===== src/rtl/grn_collect_pkg.sv =====
// Shared constants, FSM state type and round-robin pick for the result collector.
package grn_collect_pkg;
   localparam int N_SRC = 32;
   localparam int SEL_W = 5;

   typedef enum logic {ARB, READ} state_e;

   // First set req bit at or above ptr, wrapping 31 -> 0.
   function automatic logic [SEL_W-1:0] rr_pick(input logic [N_SRC-1:0] req,
                                                input logic [SEL_W-1:0] ptr);
      logic [SEL_W-1:0] idx;
      logic             found;
      rr_pick = ptr;
      found   = 1'b0;
      for (int i = 0; i < N_SRC; i++) begin
         idx = ptr + SEL_W'(i);
         if (!found && req[idx]) begin
            rr_pick = idx;
            found   = 1'b1;
         end
      end
   endfunction
endpackage


===== src/rtl/grn_collect_if.sv =====
// Source/mux/output bundle of the collector. GRN_COLLECT_COUNT_EN adds word_count.
interface grn_collect_if #(parameter int WIDTH = 256);
   import grn_collect_pkg::*;
   logic [N_SRC-1:0] req;
   logic [N_SRC-1:0] src_done;
   logic [N_SRC-1:0] ack;
   logic [SEL_W-1:0] sel;
   logic [WIDTH-1:0] mux_out;
   logic             out_valid;
   logic             out_ready;
   logic [WIDTH-1:0] out_data;
   logic [SEL_W-1:0] out_src;
   logic             done;
`ifdef GRN_COLLECT_COUNT_EN
   logic [31:0]      word_count;
`endif

   modport master (
      input  req, src_done, mux_out, out_ready,
`ifdef GRN_COLLECT_COUNT_EN
      output word_count,
`endif
      output ack, sel, out_valid, out_data, out_src, done
   );

   modport slave (
      output req, src_done, mux_out, out_ready,
`ifdef GRN_COLLECT_COUNT_EN
      input  word_count,
`endif
      input  ack, sel, out_valid, out_data, out_src, done
   );
endinterface


===== src/rtl/grn_collect_fifo2.sv =====
// Two-entry FIFO; caller guarantees no push when full and no pop when empty.
module grn_collect_fifo2 #(parameter int W = 8) (
   input  logic         clk,
   input  logic         rst,
   input  logic         push,
   input  logic [W-1:0] push_data,
   input  logic         pop,
   output logic [W-1:0] head,
   output logic [1:0]   count
);
   logic [1:0][W-1:0] mem_q, mem_d;
   logic              wr_q, wr_d, rd_q, rd_d;
   logic [1:0]        cnt_q, cnt_d;

   always_comb begin
      mem_d = mem_q;
      wr_d  = wr_q;
      rd_d  = rd_q;
      if (push) begin
         mem_d[wr_q] = push_data;
         wr_d        = ~wr_q;
      end
      if (pop) rd_d = ~rd_q;
      cnt_d = cnt_q + {1'b0, push} - {1'b0, pop};
   end

   always_ff @(posedge clk) begin
      if (rst) begin
         mem_q <= '0;
         wr_q  <= 1'b0;
         rd_q  <= 1'b0;
         cnt_q <= '0;
      end else begin
         mem_q <= mem_d;
         wr_q  <= wr_d;
         rd_q  <= rd_d;
         cnt_q <= cnt_d;
      end
   end

   assign head  = mem_q[rd_q];
   assign count = cnt_q;
endmodule


===== src/rtl/grn_collect_arbiter.sv =====
// Round-robin collector: 32 sources -> shared mux -> 2-deep valid/ready stream.
// Optional GRN_COLLECT_COUNT_EN adds a 32-bit output handshake counter.
module grn_collect_arbiter
   import grn_collect_pkg::*;
#(
   parameter int WIDTH = 256
) (
   input logic          clk,
   input logic          rst,
   grn_collect_if.master bus
);
   state_e           state_q, state_d;
   logic [SEL_W-1:0] gnt_q, gnt_d;
   logic [SEL_W-1:0] ptr_q, ptr_d;
   logic             done_q, done_d;
   logic [N_SRC-1:0] ack_o;
   logic             push, pop, cnt_busy;
   logic [1:0]       count;
   logic [WIDTH+SEL_W-1:0] head;

   assign pop = (count != 2'd0) && bus.out_ready;

`ifdef GRN_COLLECT_COUNT_EN
   logic [31:0] wc_q, wc_d;
   assign wc_d     = wc_q + {31'd0, pop};
   assign cnt_busy = pop;
   always_ff @(posedge clk) begin
      if (rst) wc_q <= '0;
      else     wc_q <= wc_d;
   end
   assign bus.word_count = wc_q;
`else
   assign cnt_busy = 1'b0;
`endif

   always_comb begin
      state_d = state_q;
      gnt_d   = gnt_q;
      ptr_d   = ptr_q;
      done_d  = done_q;
      push    = 1'b0;
      ack_o   = '0;
      case (state_q)
         ARB: begin
            // At most one word in flight, so count < 2 here rules out overflow.
            if (bus.req != '0 && count != 2'd2) begin
               gnt_d   = rr_pick(bus.req, ptr_q);
               state_d = READ;
            end
            if (bus.src_done == '1 && bus.req == '0 && count == 2'd0 && !cnt_busy)
               done_d = 1'b1;
         end
         READ: begin
            push         = 1'b1;
            // A reset landing on this cycle drops the grant without popping the source.
            ack_o[gnt_q] = !rst;
            ptr_d        = gnt_q + SEL_W'(1);
            state_d      = ARB;
         end
         default: state_d = ARB;
      endcase
   end

   always_ff @(posedge clk) begin
      if (rst) begin
         state_q <= ARB;
         gnt_q   <= '0;
         ptr_q   <= '0;
         done_q  <= 1'b0;
      end else begin
         state_q <= state_d;
         gnt_q   <= gnt_d;
         ptr_q   <= ptr_d;
         done_q  <= done_d;
      end
   end

   grn_collect_fifo2 #(.W(WIDTH + SEL_W)) u_fifo (
      .clk       (clk),
      .rst       (rst),
      .push      (push),
      .push_data ({bus.mux_out, gnt_q}),
      .pop       (pop),
      .head      (head),
      .count     (count)
   );

   assign bus.ack       = ack_o;
   assign bus.sel       = gnt_q;
   assign bus.out_valid = (count != 2'd0);
   assign bus.out_data  = head[WIDTH+SEL_W-1:SEL_W];
   assign bus.out_src   = head[SEL_W-1:0];
   assign bus.done      = done_q;
endmodule


===== src/flat_wrapper.sv =====
// flat-port wrapper written by rule: the top's interface ports become plain ports
module grn_collect_arbiter_flat import grn_collect_pkg::*;
#(
   parameter int WIDTH = 256
)
  (clk, rst, bus_req, bus_src_done, bus_mux_out, bus_out_ready, bus_ack, bus_sel, bus_out_valid, bus_out_data, bus_out_src, bus_done);
  grn_collect_if #(.WIDTH(WIDTH)) bus_i ();
  input logic clk;
  input logic rst;
  input wire logic [$bits(bus_i.req)-1:0] bus_req;
  input wire logic [$bits(bus_i.src_done)-1:0] bus_src_done;
  input wire logic [$bits(bus_i.mux_out)-1:0] bus_mux_out;
  input wire logic [$bits(bus_i.out_ready)-1:0] bus_out_ready;
  output wire logic [$bits(bus_i.ack)-1:0] bus_ack;
  output wire logic [$bits(bus_i.sel)-1:0] bus_sel;
  output wire logic [$bits(bus_i.out_valid)-1:0] bus_out_valid;
  output wire logic [$bits(bus_i.out_data)-1:0] bus_out_data;
  output wire logic [$bits(bus_i.out_src)-1:0] bus_out_src;
  output wire logic [$bits(bus_i.done)-1:0] bus_done;
  assign bus_i.req = bus_req;
  assign bus_i.src_done = bus_src_done;
  assign bus_i.mux_out = bus_mux_out;
  assign bus_i.out_ready = bus_out_ready;
  assign bus_ack = bus_i.ack;
  assign bus_sel = bus_i.sel;
  assign bus_out_valid = bus_i.out_valid;
  assign bus_out_data = bus_i.out_data;
  assign bus_out_src = bus_i.out_src;
  assign bus_done = bus_i.done;
  grn_collect_arbiter #(.WIDTH(WIDTH)) u_core (.clk(clk), .rst(rst), .bus(bus_i));
endmodule

===== config.mk =====
export PLATFORM = sky130hd
export DESIGN_NAME = grn_collect_arbiter_flat
export DESIGN_NICKNAME = d
export VERILOG_FILES = /design/src/rtl/grn_collect_pkg.sv /design/src/rtl/grn_collect_if.sv /design/src/rtl/grn_collect_fifo2.sv /design/src/rtl/grn_collect_arbiter.sv /design/src/flat_wrapper.sv
export SDC_FILE = /design/constraint.sdc
export NUM_CORES = 1
export LEC_CHECK = 0
export ABC_AREA = 1
export CORE_AREA = 2 2 239 241
export CTS_CLUSTER_DIAMETER = 150
export DETAILED_ROUTE_END_ITERATION = 16
export DIE_AREA = 0 0 241 243
export PLACE_DENSITY = 0.79
export SLEW_MARGIN = 20
export SYNTH_ARGS = -nofsm -noshare
export SYNTH_HDL_FRONTEND = slang
export SYNTH_SLANG_ARGS = --single-unit

===== constraint.sdc =====
create_clock -name clk -period 7.8 [get_ports clk]
set_clock_uncertainty 0.05 [all_clocks]
set_input_delay 1.56 -clock clk [delete_from_list [all_inputs] [get_ports clk]]
set_output_delay 1.56 -clock clk [all_outputs]
set_load 0.02 [all_outputs]

==> key figures <==
Die
  • Die Wd: 241 um
  • Core box area: 0.0560 sq mm
  • Chip height: 243 um
  • Cell Rows: 87
  • I/O pin total: 623
  • Die ar.: 0.0586 sq mm
  • Initial core utilization: 46.7%

Clocking
  • Hold-fix buffers at CTS: 0
  • Clock sink count: 538
  • Clk root buf: clkbuf_16
  • CTS Buffer Depth: 3
  • H-Tree Depth: 2
  • CTS tree: built
  • Worst skew pair latency: 0.61 ns
  • Post-CTS sizing: 0
  • TritonCTS Buffers: 56
  • Clock transition at path regs: 0.06 ns
  • Post-CTS Setup Inserts: 0

Yosys
  • Synthesized flop and latch total: 538
  • Cell Area, Synth: 0.0261 sq mm
  • Synth Area per Inst: 6.30 sq um
  • Post-Syn Instances: 4145
  • Syn_nets: 4486
  • Ys flop type: dfxtp_1
  • Count of cell types in the netlist: 44
  • Register area share after synthesis: 41.2%
  • Synth warn: 0
  • EDFF count, synth: 0
  • Post-synth ARST share: 0%

Outcome
  • Status: finished, final reports clean

Cells and area
  • Cell Count, Final, Fillers Out: 5407
  • Most frequent cells in the layout: nor2_1, nand2_1, clkdlybuf4s50_1
  • Final layout net count: 4936
  • Commonest non-fill, non-tap cell in the layout: nor2_1
  • FILL cells: 5273
  • Area growth from synthesis to layout: 32.1%
  • Share of layout cells above drive strength 1: 4.06%
  • Fin util: 61.7%

Pwr
  • PwrDens: 357 mW/mm^2
  • Peak supply drop: 0.284 mV
  • Leakage: 15.0 nW
  • Pwr Total: 12.3 mW

GRT
  • GR Layer Usage met2: 48.5%
  • First-pass GRT wire length: 142 mm
  • Met3 usage: 9.33%
  • Grt ovf: 0
  • Global Route met1 Usage: 37.0%
  • GRT Util Overall: 30.3%
  • Vias in the first global route: 25.6k
  • Antenna violations before repair: 21
  • Pin count of the biggest net entering global routing: 160
  • Busiest layer in global routing: met2

Timing
  • RSZ-0062 raised after global routing: false
  • Max-slew headroom: 24.9%
  • Final count of hold timing violations: 0
  • Final Cycle Share: 79.4%
  • Final setup violating endpoints: 0
  • Max frequency: 0.161 GHz
  • Setup TNS: 0 ns
  • Post-layout min period: 6.19 ns
  • Least-Margin Pin Slew: 1.13 ns
  • Slew Viols, Final: 0

Worst setup path
  • Worst path required time: 8.25 ns
  • Crit Path Max Fanout: 25
  • Internal reg-to-reg setup slack: 1.61 ns
  • CP Capture Type: flop
  • CP max stage delay: 0.77 ns
  • FF-to-FF Start: u_core.ptr_q[1]$_SDFFE_PP0P_
  • Kind of critical path: flop to flop
  • Critical Path Start: u_core.ptr_q[1]$_SDFFE_PP0P_
  • Most repeated library cell on the critical path: nand2_1
  • Setup crit start kind: flop
  • Worst Reg-to-Reg Cells: 38
  • Highest-delay cell along the critical path: xor2_1
  • Crit path DAT: 6.64 ns

Place
  • Buffers on Ports: 622
  • Placed cell count: 5293
  • Final RePlAce weighted congestion: 1.04
  • DPL Wire Length: 59.8 mm

Route
  • DRC: 0
  • Drt first pass iters: 8
  • Initial DRC Count: 2538
  • Final WL: 92.9 mm
  • Vias: 28.4k
  • Vias per cell: 5.25
  • Routed len/inst: 17.2 um
  • Antenna Nets Post-Route: 0

Min path
  • Worst hold path type: flop to flop
  • Hold path depth: 2
  • Worst hold start: u_core.u_fifo.mem_q[71]$_SDFFE_PP0P_

Job
  • Max Cap Viol: 0
-- synth_stat cells, types with 7 or more instances --
master    instances  area share [%]
dfxtp_1         538              41
clkbuf_1        229             3.3
inv_1           131             1.9
nand3_1         187             3.6
o21ai_0         599              11
nand4_1          13            0.31
xor2_1           18            0.60
nand2_1        1091              16
nor2_1         1111              16
a21oi_1          58             1.1
buf_2            18            0.34
o21ai_1          11            0.21
nand2_2          13            0.31
inv_2            18            0.26
ha_1             18            0.86
nor2_4            9            0.39
nor4_1           11            0.26
nor3_1            7            0.13
nor2_2           10            0.24
-- state kept, by name, indices dropped and copies added (netlist names) --
register / flops
u_core.state_q: 1
u_core.u_fifo.wr_q: 1
u_core.ptr_q: 5
u_core.u_fifo.count: 2
u_core.u_fifo.mem_q: 522
u_core.bus.sel: 5
u_core.u_fifo.rd_q: 1
u_core.bus.done: 1
-- per-layer routing --
metal / vias up / share of wire [%] / routed length, um
met4: 12 / 4.4 / 4060
met1: 12900 / 39 / 36400
met3: 239 / 10 / 9420
li1: 14000 / - / -
met2: 1192 / 46 / 42900
met5: - / 0.073 / 68
-- path summary, 6_finish.rpt --
kind / end
worst max register to register: u_core.bus.sel[4]$_SDFFE_PP0P_
worst min register to register: u_core.u_fifo.mem_q[71]$_SDFFE_PP0P_
worst min-delay path: u_core.u_fifo.mem_q[71]$_SDFFE_PP0P_
worst max-delay path: u_core.bus.sel[4]$_SDFFE_PP0P_
-- cells by family after synthesis --
| logic type | count (synthesis) | synth area share (%) |
|---|---|---|
| muxes | 6 | 0.230 |
| buffers and inverters | 415 | 6.29 |
| AOI/OAI and AO/OA | 685 | 13.3 |
| xor gates and xnor gates | 21 | 0.762 |
| and+or+nand+nor | 2462 | 37.3 |
| adders and majority gates | 18 | 0.862 |
| DFF | 538 | 41.2 |
-- worst max-delay path, delay by kind of cell, from the launching register on --
family,cells,cell delay (ns)
AO/OA/AOI/OAI,3,0.74
XOR/XNOR,1,0.77
adder cells (fa/ha/maj),1,0.27
buffers and inverters,7,1.09
flip-flops,1,0.34
AND/OR/NAND/NOR,26,2.83
-- stage by stage --
step	hold WS [ns]	area (sq um)	setup WS (ns)
floorplan	0.374	26100	2.45
global placement	0.385	32500	1.47
detailed placement	0.393	32500	1.38
CTS	0.401	34500	1.86
global route	0.428	34500	1.24
finish	0.397	34500	1.61
-- where the power goes --
group          leakage, nW  total [mW]  switching (mW)  internal [mW]
clock network        0.954        2.81            1.15           1.66
logic                 9.64        5.84            3.86           1.98
registers             4.41        3.65           0.329           3.32
-- layout make-up --
class	instances	area, sq um	share of cell area [%]
Clock buffer	82	1690	4.90
Antenna cell	16	40.0	0.116
Clock inverter	16	228	0.660
Timing Repair Buffer	653	6470	18.8
Multi-Input combinational cell	3192	13700	39.8
Inverter	154	626	1.81
Sequential cell	538	10800	31.2
Tap cell	756	946	2.74
(Power assumes the default switching activity.)
